`src/rtl/sdram_arb_pkg.sv`:
```
// ============================================================================
// Module : sdram_arb_pkg
// Brief  : Shared types and default sizes for the SDRAM request arbiter.
// Rev    : 1.0  initial release
// ============================================================================
`default_nettype none

package sdram_arb_pkg;

  localparam int c_dram_burst_size = 8;
  localparam int c_dram_dataw      = 16;
  localparam int c_req_addrw       = 24;
  localparam int c_beatw           = $clog2(c_dram_burst_size);

  typedef enum logic [1:0] {
    IDLE     = 2'd0,
    GRANT_WR = 2'd1,
    GRANT_RD = 2'd2
  } t_arb_state;

  typedef enum logic {
    SIDE_WR = 1'b0,
    SIDE_RD = 1'b1
  } t_side;

  typedef struct packed {
    logic [c_req_addrw-1:0]                           addr;
    logic [c_dram_burst_size-1:0][c_dram_dataw-1:0] data;
  } t_wr_req;

endpackage

`default_nettype wire

```
`src/rtl/sdram_rd_credit.sv`:
```
// ============================================================================
// Module : sdram_rd_credit
// Brief  : Counts read bursts outstanding in the SDRAM controller and flags
//          beats that arrive with nothing outstanding.
// Rev    : 1.0  initial release
// ============================================================================
`default_nettype none

module sdram_rd_credit
  import sdram_arb_pkg::*;
#(
  parameter int p_dram_burst_size = c_dram_burst_size,
  parameter int p_rd_credits      = 64,
  parameter int p_beatw           = c_beatw
) (
  input  logic                            i_clk,
  input  logic                            i_rst_n,
  input  logic                            i_rd_capture,
  input  logic                            i_rd_beat,
  output logic [$clog2(p_rd_credits):0]   o_rd_inflight,
  output logic                            o_err
);

  localparam int c_infw = $clog2(p_rd_credits) + 1;

  logic [p_beatw-1:0] r_beat_cnt;
  logic [c_infw-1:0]  r_inflight;
  logic               r_err;
  logic               w_none_out;
  logic               w_beat_ok;
  logic               w_burst_done;

  always_comb begin
    w_none_out   = (r_inflight == '0);
    w_beat_ok    = i_rd_beat && !w_none_out;
    w_burst_done = w_beat_ok && (r_beat_cnt == p_beatw'(p_dram_burst_size - 1));
  end

  // Orphan beats are not counted so the burst boundary stays aligned to real data.
  always_ff @(posedge i_clk) begin
    if (!i_rst_n) begin
      r_beat_cnt <= '0;
      r_inflight <= '0;
      r_err      <= 1'b0;
    end else begin
      if (w_beat_ok) begin
        r_beat_cnt <= r_beat_cnt + 1'b1;
      end
      if (i_rd_beat && w_none_out) begin
        r_err <= 1'b1;
      end
      case ({i_rd_capture, w_burst_done})
        2'b10:   r_inflight <= r_inflight + 1'b1;
        2'b01:   r_inflight <= r_inflight - 1'b1;
        default: r_inflight <= r_inflight;
      endcase
    end
  end

  assign o_rd_inflight = r_inflight;
  assign o_err         = r_err;

endmodule

`default_nettype wire

```
`src/rtl/sdram_req_arbiter.sv`:
```
// ============================================================================
// Module : sdram_req_arbiter
// Brief  : Fair write/read burst arbiter in front of sdram_ctrl with urgent
//          read pre-emption and read-credit throttling.
// Rev    : 1.0  initial release
// ============================================================================
`default_nettype none

module sdram_req_arbiter
  import sdram_arb_pkg::*;
#(
  parameter int p_dram_burst_size = c_dram_burst_size,
  parameter int p_dram_dataw      = c_dram_dataw,
  parameter int p_req_addrw       = c_req_addrw,
  parameter int p_max_streak      = 4,
  parameter int p_rd_credits      = 64
) (
  input  logic                                          i_clk,
  input  logic                                          i_rst_n,
  input  logic                                          i_wr_valid,
  input  logic [p_req_addrw-1:0]                        i_wr_addr,
  input  logic [p_dram_burst_size-1:0][p_dram_dataw-1:0] i_wr_data,
  output logic                                          o_wr_ready,
  input  logic                                          i_rd_valid,
  input  logic [p_req_addrw-1:0]                        i_rd_addr,
  output logic                                          o_rd_ready,
  input  logic                                          i_rd_urgent,
  input  logic                                          i_rd_beat,
  output logic                                          o_ctrl_wr_valid,
  output logic [p_req_addrw-1:0]                        o_ctrl_wr_addr,
  output logic [p_dram_burst_size-1:0][p_dram_dataw-1:0] o_ctrl_wr_data,
  input  logic                                          i_ctrl_wr_ready,
  output logic                                          o_ctrl_rd_valid,
  output logic [p_req_addrw-1:0]                        o_ctrl_rd_addr,
  input  logic                                          i_ctrl_rd_ready,
  output logic [$clog2(p_rd_credits):0]                 o_rd_inflight,
  output logic                                          o_err
);

  localparam int                    c_infw       = $clog2(p_rd_credits) + 1;
  localparam int                    c_streakw    = $clog2(p_max_streak + 1);
  localparam logic [c_infw-1:0]     c_credits    = c_infw'(p_rd_credits);
  localparam logic [c_streakw-1:0]  c_streak_max = c_streakw'(p_max_streak);

  t_arb_state                                    r_state;
  t_side                                         r_last;
  logic [c_streakw-1:0]                          r_streak;
  logic [p_req_addrw-1:0]                        r_wr_addr;
  logic [p_dram_burst_size-1:0][p_dram_dataw-1:0] r_wr_data;
  logic [p_req_addrw-1:0]                        r_rd_addr;

  logic  w_rd_ok;
  logic  w_at_lim;
  logic  w_grant_wr;
  logic  w_grant_rd;
  t_side w_win;

  always_comb begin
    w_rd_ok    = i_rd_valid && (o_rd_inflight < c_credits);
    w_at_lim   = (r_streak >= c_streak_max);
    w_grant_wr = 1'b0;
    w_grant_rd = 1'b0;
    if (i_rst_n && (r_state == IDLE)) begin
      if (w_rd_ok && i_rd_urgent) begin
        w_grant_rd = 1'b1;
      end else if (w_rd_ok && i_wr_valid) begin
        if (w_at_lim && (r_last == SIDE_RD)) begin
          w_grant_wr = 1'b1;
        end else if (w_at_lim && (r_last == SIDE_WR)) begin
          w_grant_rd = 1'b1;
        end else if (r_last == SIDE_RD) begin
          w_grant_wr = 1'b1;
        end else begin
          w_grant_rd = 1'b1;
        end
      end else if (i_wr_valid) begin
        w_grant_wr = 1'b1;
      end else if (w_rd_ok) begin
        w_grant_rd = 1'b1;
      end
    end
    w_win = w_grant_rd ? SIDE_RD : SIDE_WR;
  end

  always_ff @(posedge i_clk) begin
    if (!i_rst_n) begin
      r_state   <= IDLE;
      r_last    <= SIDE_RD;
      r_streak  <= '0;
      r_wr_addr <= '0;
      r_wr_data <= '0;
      r_rd_addr <= '0;
    end else begin
      case (r_state)
        IDLE: begin
          if (w_grant_wr || w_grant_rd) begin
            r_last   <= w_win;
            r_streak <= (w_win != r_last) ? c_streakw'(1) :
                        (w_at_lim ? r_streak : r_streak + 1'b1);
          end
          if (w_grant_wr) begin
            r_state   <= GRANT_WR;
            r_wr_addr <= i_wr_addr;
            r_wr_data <= i_wr_data;
          end else if (w_grant_rd) begin
            r_state   <= GRANT_RD;
            r_rd_addr <= i_rd_addr;
          end
        end
        GRANT_WR: if (i_ctrl_wr_ready) r_state <= IDLE;
        GRANT_RD: if (i_ctrl_rd_ready) r_state <= IDLE;
        default:  r_state <= IDLE;
      endcase
    end
  end

  assign o_wr_ready      = w_grant_wr;
  assign o_rd_ready      = w_grant_rd;
  assign o_ctrl_wr_valid = (r_state == GRANT_WR);
  assign o_ctrl_wr_addr  = r_wr_addr;
  assign o_ctrl_wr_data  = r_wr_data;
  assign o_ctrl_rd_valid = (r_state == GRANT_RD);
  assign o_ctrl_rd_addr  = r_rd_addr;

  sdram_rd_credit #(
    .p_dram_burst_size (p_dram_burst_size),
    .p_rd_credits      (p_rd_credits),
    .p_beatw           ($clog2(p_dram_burst_size))
  ) u_rd_credit (
    .i_clk         (i_clk),
    .i_rst_n       (i_rst_n),
    .i_rd_capture  (w_grant_rd),
    .i_rd_beat     (i_rd_beat),
    .o_rd_inflight (o_rd_inflight),
    .o_err         (o_err)
  );

endmodule

`default_nettype wire

```
`config.mk`:
```
export PLATFORM = sky130hd
export DESIGN_NAME = sdram_req_arbiter
export DESIGN_NICKNAME = d
export VERILOG_FILES = /design/src/rtl/sdram_arb_pkg.sv /design/src/rtl/sdram_rd_credit.sv /design/src/rtl/sdram_req_arbiter.sv
export SDC_FILE = /design/constraint.sdc
export NUM_CORES = 1
export LEC_CHECK = 0
export BUFFER_PORTS_ARGS = -buffer_cell sky130_fd_sc_hd__buf_2
export CELL_PAD_IN_SITES_DETAIL_PLACEMENT = 1
export CELL_PAD_IN_SITES_GLOBAL_PLACEMENT = 1
export CORE_ASPECT_RATIO = 0.8
export CORE_MARGIN = 2
export CORE_UTILIZATION = 33
export DETAILED_ROUTE_END_ITERATION = 7
export PLACE_DENSITY_LB_ADDON = 0.1
export SYNTH_ARGS = -nofsm -noshare
export SYNTH_HDL_FRONTEND = slang
export SYNTH_HIERARCHICAL = 1
export SYNTH_SLANG_ARGS = --single-unit
export TNS_END_PERCENT = 10
```
`constraint.sdc`:
```
create_clock -name i_clk -period 3.4 [get_ports i_clk]
set_clock_uncertainty 0.05 [all_clocks]
set_input_delay 0.68 -clock i_clk [delete_from_list [all_inputs] [get_ports i_clk]]
set_output_delay 0.68 -clock i_clk [all_outputs]
set_load 0.02 [all_outputs]
```
Yosys cells after proc, flatten, opt, wreduce, memory -nomap -nowiden:

Cells that the tools add are included.

* bits in registers: 193
* bits in latches: 0
* memory bits (writable): 0
* memory bits (read-only): 0
* input port bits: 184
* output and inout bits: 188
* memories kept: 0

* add/sub/neg operators: 4
* multiply operators: 0
* div/mod/pow operators: 0
* magnitude comparators: 2
* equal/unequal tests: 10
* shifts and indexed selects: 0
* multiplexer cells: 24
* bitwise gates (word level): 2
* reduce and logical (&&, ||, !) cells: 19

Operators by type and width (number)
* $mux W1: 16
* $pmux W7 S2: 1
* $logic_and A1 B1 Y1: 9
* $reduce_and A3 Y1: 3
* $mux W2: 4
* $add A7 B1 Y7 const B: 1
* $logic_not A7 Y1: 1
* $lt A7 B7 Y1 const B: 1
* $sub A7 B1 Y7 const B: 1
* $add A3 B1 Y3 const B: 2
* $mux W3: 2
* $ne A2 B1 Y1 const B: 3
* $pmux W2 S3: 1
* $eq A2 B1 Y1 const B: 2
* $eq A2 B2 Y1 const B: 2
* $reduce_and A2 Y1: 2
* $eq A3 B3 Y1 const B: 1
* $ge A3 B3 Y1 const B: 1
* $ne A3 B2 Y1 const B: 1
* $logic_not A2 Y1: 1
* $not A1 Y1: 2
* $reduce_bool A2 Y1: 1
* $logic_not A1 Y1: 1
* $logic_or A1 B1 Y1: 1
* $ne A1 B1 Y1: 1

Depth between registers and ports, before layout:

Gate-level depths: netlist of run 1.

* word-level depth: 11
* gate-level depth with buffers: 11
* depth with buffers taken out: 11

Modules after synthesis:

The synthesis of run 1 kept the hierarchy.

By module, submodules not included
* sdram_req_arbiter: instances 1, cells an instance 769, area each 7059.3 um2
* sdram_rd_credit: instances 1, cells an instance 85, area each 721.9 um2

Worst setup path before layout of run 1:

No wires, ideal clock.

* path type: input to register
* start: in i_rd_urgent
* end: reg u_rd_credit.r_inflight[5], in the netlist u_rd_credit/o_rd_inflight[5]
* setup time: 0.119 ns
* arrival time: 2.944 ns
* data required time: 3.231 ns
* setup slack: 0.287 ns
* stages on the path: 10
* buffers on the path: 0
* cells stage by stage: and3b_1 nor4b_1 nor2b_1 inv_1 ha_1 ha_1 a211oi_1 o31ai_1 xnor2_1 a21oi_1

* cells in the longest elaborated chain, start to end: 5
* elaborated cells between the ends (all ways): 7
* those cells by class: eq/ne (2); mux (3); reduce/logical (2)

RTL lines
* start: declaration: RTL line sdram_req_arbiter.sv:27 `input logic i_rd_urgent,`
* $logic_and A1 B1 Y1 (*): RTL line sdram_req_arbiter.sv:64 `if (w_rd_ok && i_rd_urgent) begin`
* $mux W1 (*): RTL line sdram_req_arbiter.sv:64
* $mux W1 (*): RTL line sdram_req_arbiter.sv:63 `if (i_rst_n && (r_state == IDLE)) begin`
* named net o_rd_ready: RTL line sdram_req_arbiter.sv:26 `output logic o_rd_ready,`
* $eq A2 B1 Y1 or $eq A2 B2 Y1 (tied branches): RTL line sdram_rd_credit.sv:52 `case ({i_rd_capture, w_burst_done})`
* $pmux W7 S2 or $reduce_bool A2 Y1 (tied branches)
* end signal: assignment: RTL line sdram_rd_credit.sv:53 `2'b10: r_inflight <= r_inflight + 1'b1;`
* end signal: assignment: RTL line sdram_rd_credit.sv:54 `2'b01: r_inflight <= r_inflight - 1'b1;`
* end signal: assignment: RTL line sdram_rd_credit.sv:55 `default: r_inflight <= r_inflight;`
* end: declaration: RTL line sdram_rd_credit.sv:27 `logic [c_infw-1:0] r_inflight;`

Mark *: on every way through the listed nets, which the timed path passes. The rest lies on a longest branch.
A chain may end at the register's enable or synchronous reset.

Final worst setup path of run 1:

* start: reg u_rd_credit.r_inflight[3], in the netlist u_rd_credit/o_rd_inflight[3]
* end: reg u_rd_credit.r_inflight[6], in the netlist u_rd_credit/o_rd_inflight[6]

* cells in the longest elaborated chain, start to end: 9
* elaborated cells between the ends (all ways): 19
* those cells by class: add/sub (2); order compare (1); eq/ne (2); mux (6); reduce/logical (8)

RTL lines
* $lt A7 B7 Y1: RTL line sdram_req_arbiter.sv:59 `w_rd_ok = i_rd_valid && (o_rd_inflight < c_credits);`
* $logic_and A1 B1 Y1: RTL line sdram_req_arbiter.sv:59
* $mux W1: RTL line sdram_req_arbiter.sv:78 `end else if (w_rd_ok) begin`
* $mux W1: RTL line sdram_req_arbiter.sv:76 `end else if (i_wr_valid) begin`
* $mux W1: RTL line sdram_req_arbiter.sv:66 `end else if (w_rd_ok && i_wr_valid) begin`
* $mux W1: RTL line sdram_req_arbiter.sv:64
* $mux W1: RTL line sdram_req_arbiter.sv:63
* $eq A2 B1 Y1 or $eq A2 B2 Y1 (tied branches): RTL line sdram_rd_credit.sv:52
* $pmux W7 S2 or $reduce_bool A2 Y1 (tied branches)

Parallel ways exist; a longest one is shown, timed or not.

==> qor.yml, run 1 <==
run_status: "finished clean"
min-delay-start: "o_ctrl_wr_data[121]$_SDFFE_PN0P_"
crit_path_cell_trace: "or4_4, o41ai_4, nor2_1, ha_1, buf_4, ha_1, a21oi_1, nand2_1, a311oi_1, a211oi_1"
x_dimension_of_the_die_um: 176
setup_violations: 0
avgViaCountPerCell: 4.35
std_cell_rows: 50
drv.max_cap_violation_count: 0
fin_nets: 1399
crit_path_top_delay_cell: "sky130_fd_sc_hd__or4_4"
fillerInstances: 2867
fp.coreArea_mm2: 0.0233
grt_overflow: 0
timing.critical_path.arrival_ns: 3.25
clockRootBuffer: "sky130_fd_sc_hd__clkbuf_16"
ctsLongestPathBuffers: 2
regToRegEndpoint: "u_rd_credit/o_rd_inflight[6]$_SDFFE_PN0P_"
worst_min_path_class: "flop to flop"
worstMarginPinSlew_ns: 0.998
hold_viol: 0
synth_seq_cells: 190
dpl_wire_length_um: 17000
critical-path-top-delay-family: "compound AO/OA/AOI/OAI gates"
async_reset_ff_frac: 0
final_wirelength_um: 23300
ctsHtreeMaxLevel: 4
ant_nets: 0
hold_path_end: "o_ctrl_wr_data[121]$_SDFFE_PN0P_"
layout_min_cycle_time_ns: 2.98
syn_nets: 1047
p_per_area_mw_per_mm2: 525
startpoint_of_the_lowest_slack_register_to_register_path: "u_rd_credit/o_rd_inflight[3]$_SDFFE_PN0P_"
synth_cell_types: 39
synth_top_flop_cell: "sky130_fd_sc_hd__dfxtp_1"
clock_sink_count: 190
layout_commonest_cell: "sky130_fd_sc_hd__buf_2"
finish.utilization: 0.451
detailedRoute.firstIterationViolations: 162
grt_first_pass_wirelength_um: 36000
netlist_instances: 854
setup.reg_to_reg.worst_slack_ns: 0.42
cts_tree: "done"
num_io_pins: 372
synth_sequential_area_ratio: 0.489
post_synth_instance_area_mm2: 0.00778
routabilityCongestion: 0.747
synthToLayoutAreaGrowth_pct: 34.8
cts_resized: 0
grt_use_total: 0.184
total_leakage_power_nw: 6.37
worst_setup_hold_path_clk_slew_ns: 0.07
report.final.slew_viol_count: 0
grt_setup_unrepaired: "no"
grt_antenna_before_repair: 5
vias_in_the_first_global_route: 6724
drt_drc_violations_left: 0
avgRoutedWirePerCell_um: 15.2
detailedRoute.firstPassIterationCount: 6
report.power.total_mw: 5.51
setup.worst_path.start: "u_rd_credit/o_rd_inflight[3]$_SDFFE_PN0P_"
top_library_cells_by_usage_in_the_layout_fill_and_taps_aside: "sky130_fd_sc_hd__buf_2 (370), sky130_fd_sc_hd__nand2_1 (207), sky130_fd_sc_hd__dfxtp_1 (190), sky130_fd_sc_hd__mux2i_1 (176), sky130_fd_sc_hd__inv_1 (159)"
drive_gt1_frac: 0.340
synth_enable_flop_cells: 0
synth.yosys.warnings: 6
grt_start_max_net_pins: 221
cts_buffers: 17
maxClockFrequency_ghz: 0.335
final.period_utilization: 0.878
chipHeight_um: 141
worstSkewPairLatency_ns: 0.43
worstSetupPathType: "flop to flop"
critical-path-top-cell-by-count: "sky130_fd_sc_hd__ha_1"
irDropWorstVdd_mv: 0.279
placement.io_buffers: 371
fin_tns_setup_ns: 0
crit_path_max_incr_delay_ns: 0.57
reg2reg_depth: 10
worstPathRequired_ns: 3.66
die_area_mm2: 0.0248
floorplan.initialDensity: 0.334
critical_path.endpoint_type: "flop"
worstPathBufferInverterCount: 1
cts_hold_buf: 0
critPathLaunchType: "flop"
postSynthAreaPerCell_um2: 9.11
critical_path.max_fanout: 6
relSlewSlack: 0.335
vias: 6671
timing.hold.worst_path_depth: 2
post_cts_setup_driven_buffer_insertion_count: 0
routing by layer:
metal	share of wire	wire [um]	global-route usage
met5	0.0010	24	0
met1	0.40	9420	0.208
met2	0.48	11200	0.314
met4	0.023	530	0.0666
met3	0.090	2100	0.0766
metrics by stage:
step	hold WS [ns]	instance area, um2	instances	worst slack [ns]
finish	0.406	10500	1535	0.416
global route	0.396	10500	1534	0.223
CTS	0.385	10500	1531	0.409
detailed placement	0.396	9890	1499	0.200
global placement	0.391	9890	1499	0.196
floorplan	0.398	7780	854	0.287
power by group:
group | leakage, nW | internal [mW] | switching, mW
clock | 0.289 | 1.01 | 0.992
combinational | 4.52 | 0.392 | 0.607
sequential | 1.56 | 2.42 | 0.0951
total | 6.37 | 3.82 | 1.69
layout make-up:
type	instances	area (um2)	share of cell area
Sequential cell	190	3800	0.363
Multi-Input combinational cell	460	3140	0.300
Timing Repair Buffer	378	1950	0.186
Inverter	159	597	0.0569
Clock buffer	19	443	0.0422
Tap cell	312	390	0.0372
Clock inverter	13	149	0.0142
Antenna cell	4	10.0	0.000954
logic make-up (layout without fill, tap and decap cells):
family                   Yosys count  after routing  synth area share
AND/OR/NAND/NOR                  242            242             0.128
buffers and inverters            204            569             0.109
flip-flops                       190            190             0.489
multiplexers                     176            176             0.226
AO/OA/AOI/OAI                     28             28            0.0269
adder cells (fa/ha/maj)            9              9            0.0154
XOR/XNOR                           5              5           0.00563
other                              0              4                 0
cells in the mapped netlist, drive strengths merged (2+ instances only):
master / instances / area (um2)
ha: 8 / 100
nor2: 8 / 30.0
mux2i: 176 / 1760
a211oi: 2 / 15.0
o211ai: 2 / 15.0
o311ai: 2 / 17.5
nand2: 207 / 777
xnor2: 4 / 35.0
dfxtp: 190 / 3800
clkbuf: 25 / 93.8
nand3: 6 / 30.0
and2: 4 / 25.0
buf: 20 / 156
nor2b: 6 / 37.5
and3b: 2 / 17.5
inv: 159 / 597
o21ai: 7 / 35.0
a21oi: 5 / 25.0
nand2b: 2 / 12.5
registers in the layout, summed over array words and instances, names as in the netlist:
name and flops:
o_ctrl_wr_data 128, o_ctrl_rd_addr 24, o_ctrl_wr_addr 24, u_rd_credit/o_rd_inflight 7
u_rd_credit/r_beat_cnt 3, r_state 2, r_last 1, u_rd_credit/o_err 1
how the worst max path moves through the flow:
stage               slack (ns)                                   endpoint  cells after the start
floorplan                 0.29  u_rd_credit/o_rd_inflight[5]$_SDFFE_PN0P_                     10
global placement          0.20  u_rd_credit/o_rd_inflight[6]$_SDFFE_PN0P_                     12
detailed placement        0.20  u_rd_credit/o_rd_inflight[6]$_SDFFE_PN0P_                     12
CTS                       0.41  u_rd_credit/o_rd_inflight[6]$_SDFFE_PN0P_                     10
global route              0.22  u_rd_credit/o_rd_inflight[5]$_SDFFE_PN0P_                      9
finish                    0.42  u_rd_credit/o_rd_inflight[6]$_SDFFE_PN0P_                     10
worst reg2reg max path, delay by kind of cell, from the launching register on:
kind / cells / cell delay, ns
compound gates: 4 / 0.91
simple gates: 3 / 0.73
fa+ha+maj: 2 / 0.65
flops: 1 / 0.34
buf+inv: 1 / 0.18
(Power assumes the default switching activity.)
==> run 2: changes to the inputs <==
- PLACE_DENSITY: default -> 0.86
- PLACE_DENSITY_LB_ADDON: 0.1 -> default
- REMOVE_ABC_BUFFERS: default -> 1
==> run 2 against run 1 <==
Net effect:
- global-route usage down 0.61 points
- maximum frequency decreased by 0.21%
- non-clock buffer count fell by 3
- critical path depth fell by 1
- critical endpoint is now u_rd_credit/o_rd_inflight[5]$_SDFFE_PN0P_
==> qor.yml, run 2 (synthesis results as in run 1) <==
std_cell_rows: 50
vias: 6824
critPathLaunchType: "flop"
drive_gt1_frac: 0.339
worstPathRequired_ns: 3.65
total_leakage_power_nw: 6.36
drv.max_cap_violation_count: 0
vias_in_the_first_global_route: 7149
detailedRoute.firstPassIterationCount: 4
setup_violations: 0
ctsHtreeMaxLevel: 4
dpl_wire_length_um: 17000
critical-path-top-delay-family: "compound AO/OA/AOI/OAI gates"
instances_no_fill: 1529
floorplan.initialDensity: 0.334
relSlewSlack: 0.291
top_library_cells_by_usage_in_the_layout_fill_and_taps_aside: "sky130_fd_sc_hd__buf_2 (370), sky130_fd_sc_hd__nand2_1 (207), sky130_fd_sc_hd__dfxtp_1 (190), sky130_fd_sc_hd__mux2i_1 (176), sky130_fd_sc_hd__inv_1 (159)"
maxClockFrequency_ghz: 0.334
place.detailed.instances: 1496
grt_use_total: 0.178
num_io_pins: 372
cts_buffers: 17
layout_min_cycle_time_ns: 2.99
clockRootBuffer: "sky130_fd_sc_hd__clkbuf_16"
avgViaCountPerCell: 4.46
layout_commonest_cell: "sky130_fd_sc_hd__buf_2"
p_per_area_mw_per_mm2: 531
report.final.slew_viol_count: 0
fin_nets: 1396
chipHeight_um: 141
cts_resized: 0
dpl_worst_slack_ns: 0.103
critical_path.endpoint_type: "flop"
grt_setup_unrepaired: "no"
worstSetupPathType: "flop to flop"
run_status: "finished clean"
routabilityCongestion: 0.759
critical-path-top-cell-by-count: "sky130_fd_sc_hd__ha_1"
largest_register_ff_count: 128
timing.critical_path.arrival_ns: 3.25
ctsLongestPathBuffers: 2
critical_path.max_fanout: 9
die_area_mm2: 0.0248
ant_nets: 0
finalWorstSetupSlack_ns: 0.410
worstSkewPairLatency_ns: 0.42
worstMarginPinSlew_ns: 1.06
placedInstanceArea_mm2: 0.00986
final_design_area_no_fill_mm2: 0.0105
cts_hold_buf: 0
post_cts_setup_driven_buffer_insertion_count: 0
worstPathBufferInverterCount: 0
crit_path_top_delay_cell: "sky130_fd_sc_hd__or4_4"
drt_drc_violations_left: 0
worst_setup_hold_path_clk_slew_ns: 0.08
clock_sink_count: 190
x_dimension_of_the_die_um: 176
fillerInstances: 2855
grt_start_max_net_pins: 221
final_wirelength_um: 22600
hold_viol: 0
grt_overflow: 0
final.period_utilization: 0.880
crit_path_max_incr_delay_ns: 0.56
avgRoutedWirePerCell_um: 14.8
worst_min_path_class: "flop to flop"
irDropWorstVdd_mv: 0.316
grt_first_pass_wirelength_um: 35500
fp.coreArea_mm2: 0.0233
detailedRoute.firstIterationViolations: 240
cts_tree: "done"
crit_path_cell_trace: "or4_4, o41ai_4, nor2_1, ha_1, ha_1, a211oi_1, o31ai_1, xnor2_1, a21oi_1"
grt_antenna_before_repair: 1
placement.io_buffers: 371
synthToLayoutAreaGrowth_pct: 34.6
run 2: cell count changes in the layout (fill, tap and decap cells not counted), sizes merged:
cell / previous run / this run
buf: 378 / 375
bufinv: 0 / 1
clkbuf: 19 / 18
clkinv: 5 / 7
diode: 4 / 1
inv: 167 / 165
run 2: per-stage QoR:
step	utilization	power [mW]	hold slack (ns)	setup TNS, ns
2_1_floorplan	-	3.26	0.397	-1300.86
3_3_place_gp	0.424	3.53	0.390	0
3_5_place_dp	0.424	3.57	0.399	0
4_1_cts	0.450	5.67	0.391	0
5_1_grt	0.450	5.83	0.406	0
6_report	0.450	5.56	0.407	0
run 2: worst paths after layout:
path,start,endpoint,slack [ns],depth (start not counted)
worst max-delay path,u_rd_credit/o_rd_inflight[6]$_SDFFE_PN0P_,u_rd_credit/o_rd_inflight[5]$_SDFFE_PN0P_,0.41,9
worst min-delay path,o_ctrl_rd_addr[21]$_SDFFE_PN0P_,o_ctrl_rd_addr[21]$_SDFFE_PN0P_,0.41,2
worst max register to register,u_rd_credit/o_rd_inflight[6]$_SDFFE_PN0P_,u_rd_credit/o_rd_inflight[5]$_SDFFE_PN0P_,0.41,9
worst min register to register,o_ctrl_rd_addr[21]$_SDFFE_PN0P_,o_ctrl_rd_addr[21]$_SDFFE_PN0P_,0.41,2
run 2: report_power, final:
part / leakage (nW) / internal, mW / switching [mW]
combinational: 4.50 / 0.390 / 0.601
sequential: 1.56 / 2.42 / 0.0979
clock: 0.296 / 1.06 / 0.995
run 2: area by class of cell:
type / count / area [um2] / share of cell area
Sequential cell: 190 / 3800 / 0.363
Multi-Input combinational cell: 460 / 3140 / 0.300
Clock buffer: 18 / 429 / 0.0410
Tap cell: 312 / 390 / 0.0373
Clock inverter: 14 / 178 / 0.0170
Antenna cell: 1 / 2.50 / 0.000239
Inverter: 159 / 597 / 0.0570
Timing Repair Buffer: 375 / 1930 / 0.184
run 2: per-layer routing:
| metal | up-vias | GRT usage | wire (um) |
|---|---|---|---|
| met1 | 3236 | 0.190 | 8840 |
| met4 | 2 | 0.0513 | 422 |
| met5 | - | 0 | 13 |
| li1 | 3338 | - | - |
| met3 | 28 | 0.0662 | 1710 |
| met2 | 220 | 0.330 | 11600 |
run 2: worst register-to-register path, stage by stage (launching register included):
cell and delay, ns:
sky130_fd_sc_hd__dfxtp_1 0.38, sky130_fd_sc_hd__or4_4 0.56, sky130_fd_sc_hd__o41ai_4 0.38, sky130_fd_sc_hd__nor2_1 0.10
sky130_fd_sc_hd__ha_1 0.33, sky130_fd_sc_hd__ha_1 0.32, sky130_fd_sc_hd__a211oi_1 0.37, sky130_fd_sc_hd__o31ai_1 0.15
sky130_fd_sc_hd__xnor2_1 0.16, sky130_fd_sc_hd__a21oi_1 0.08
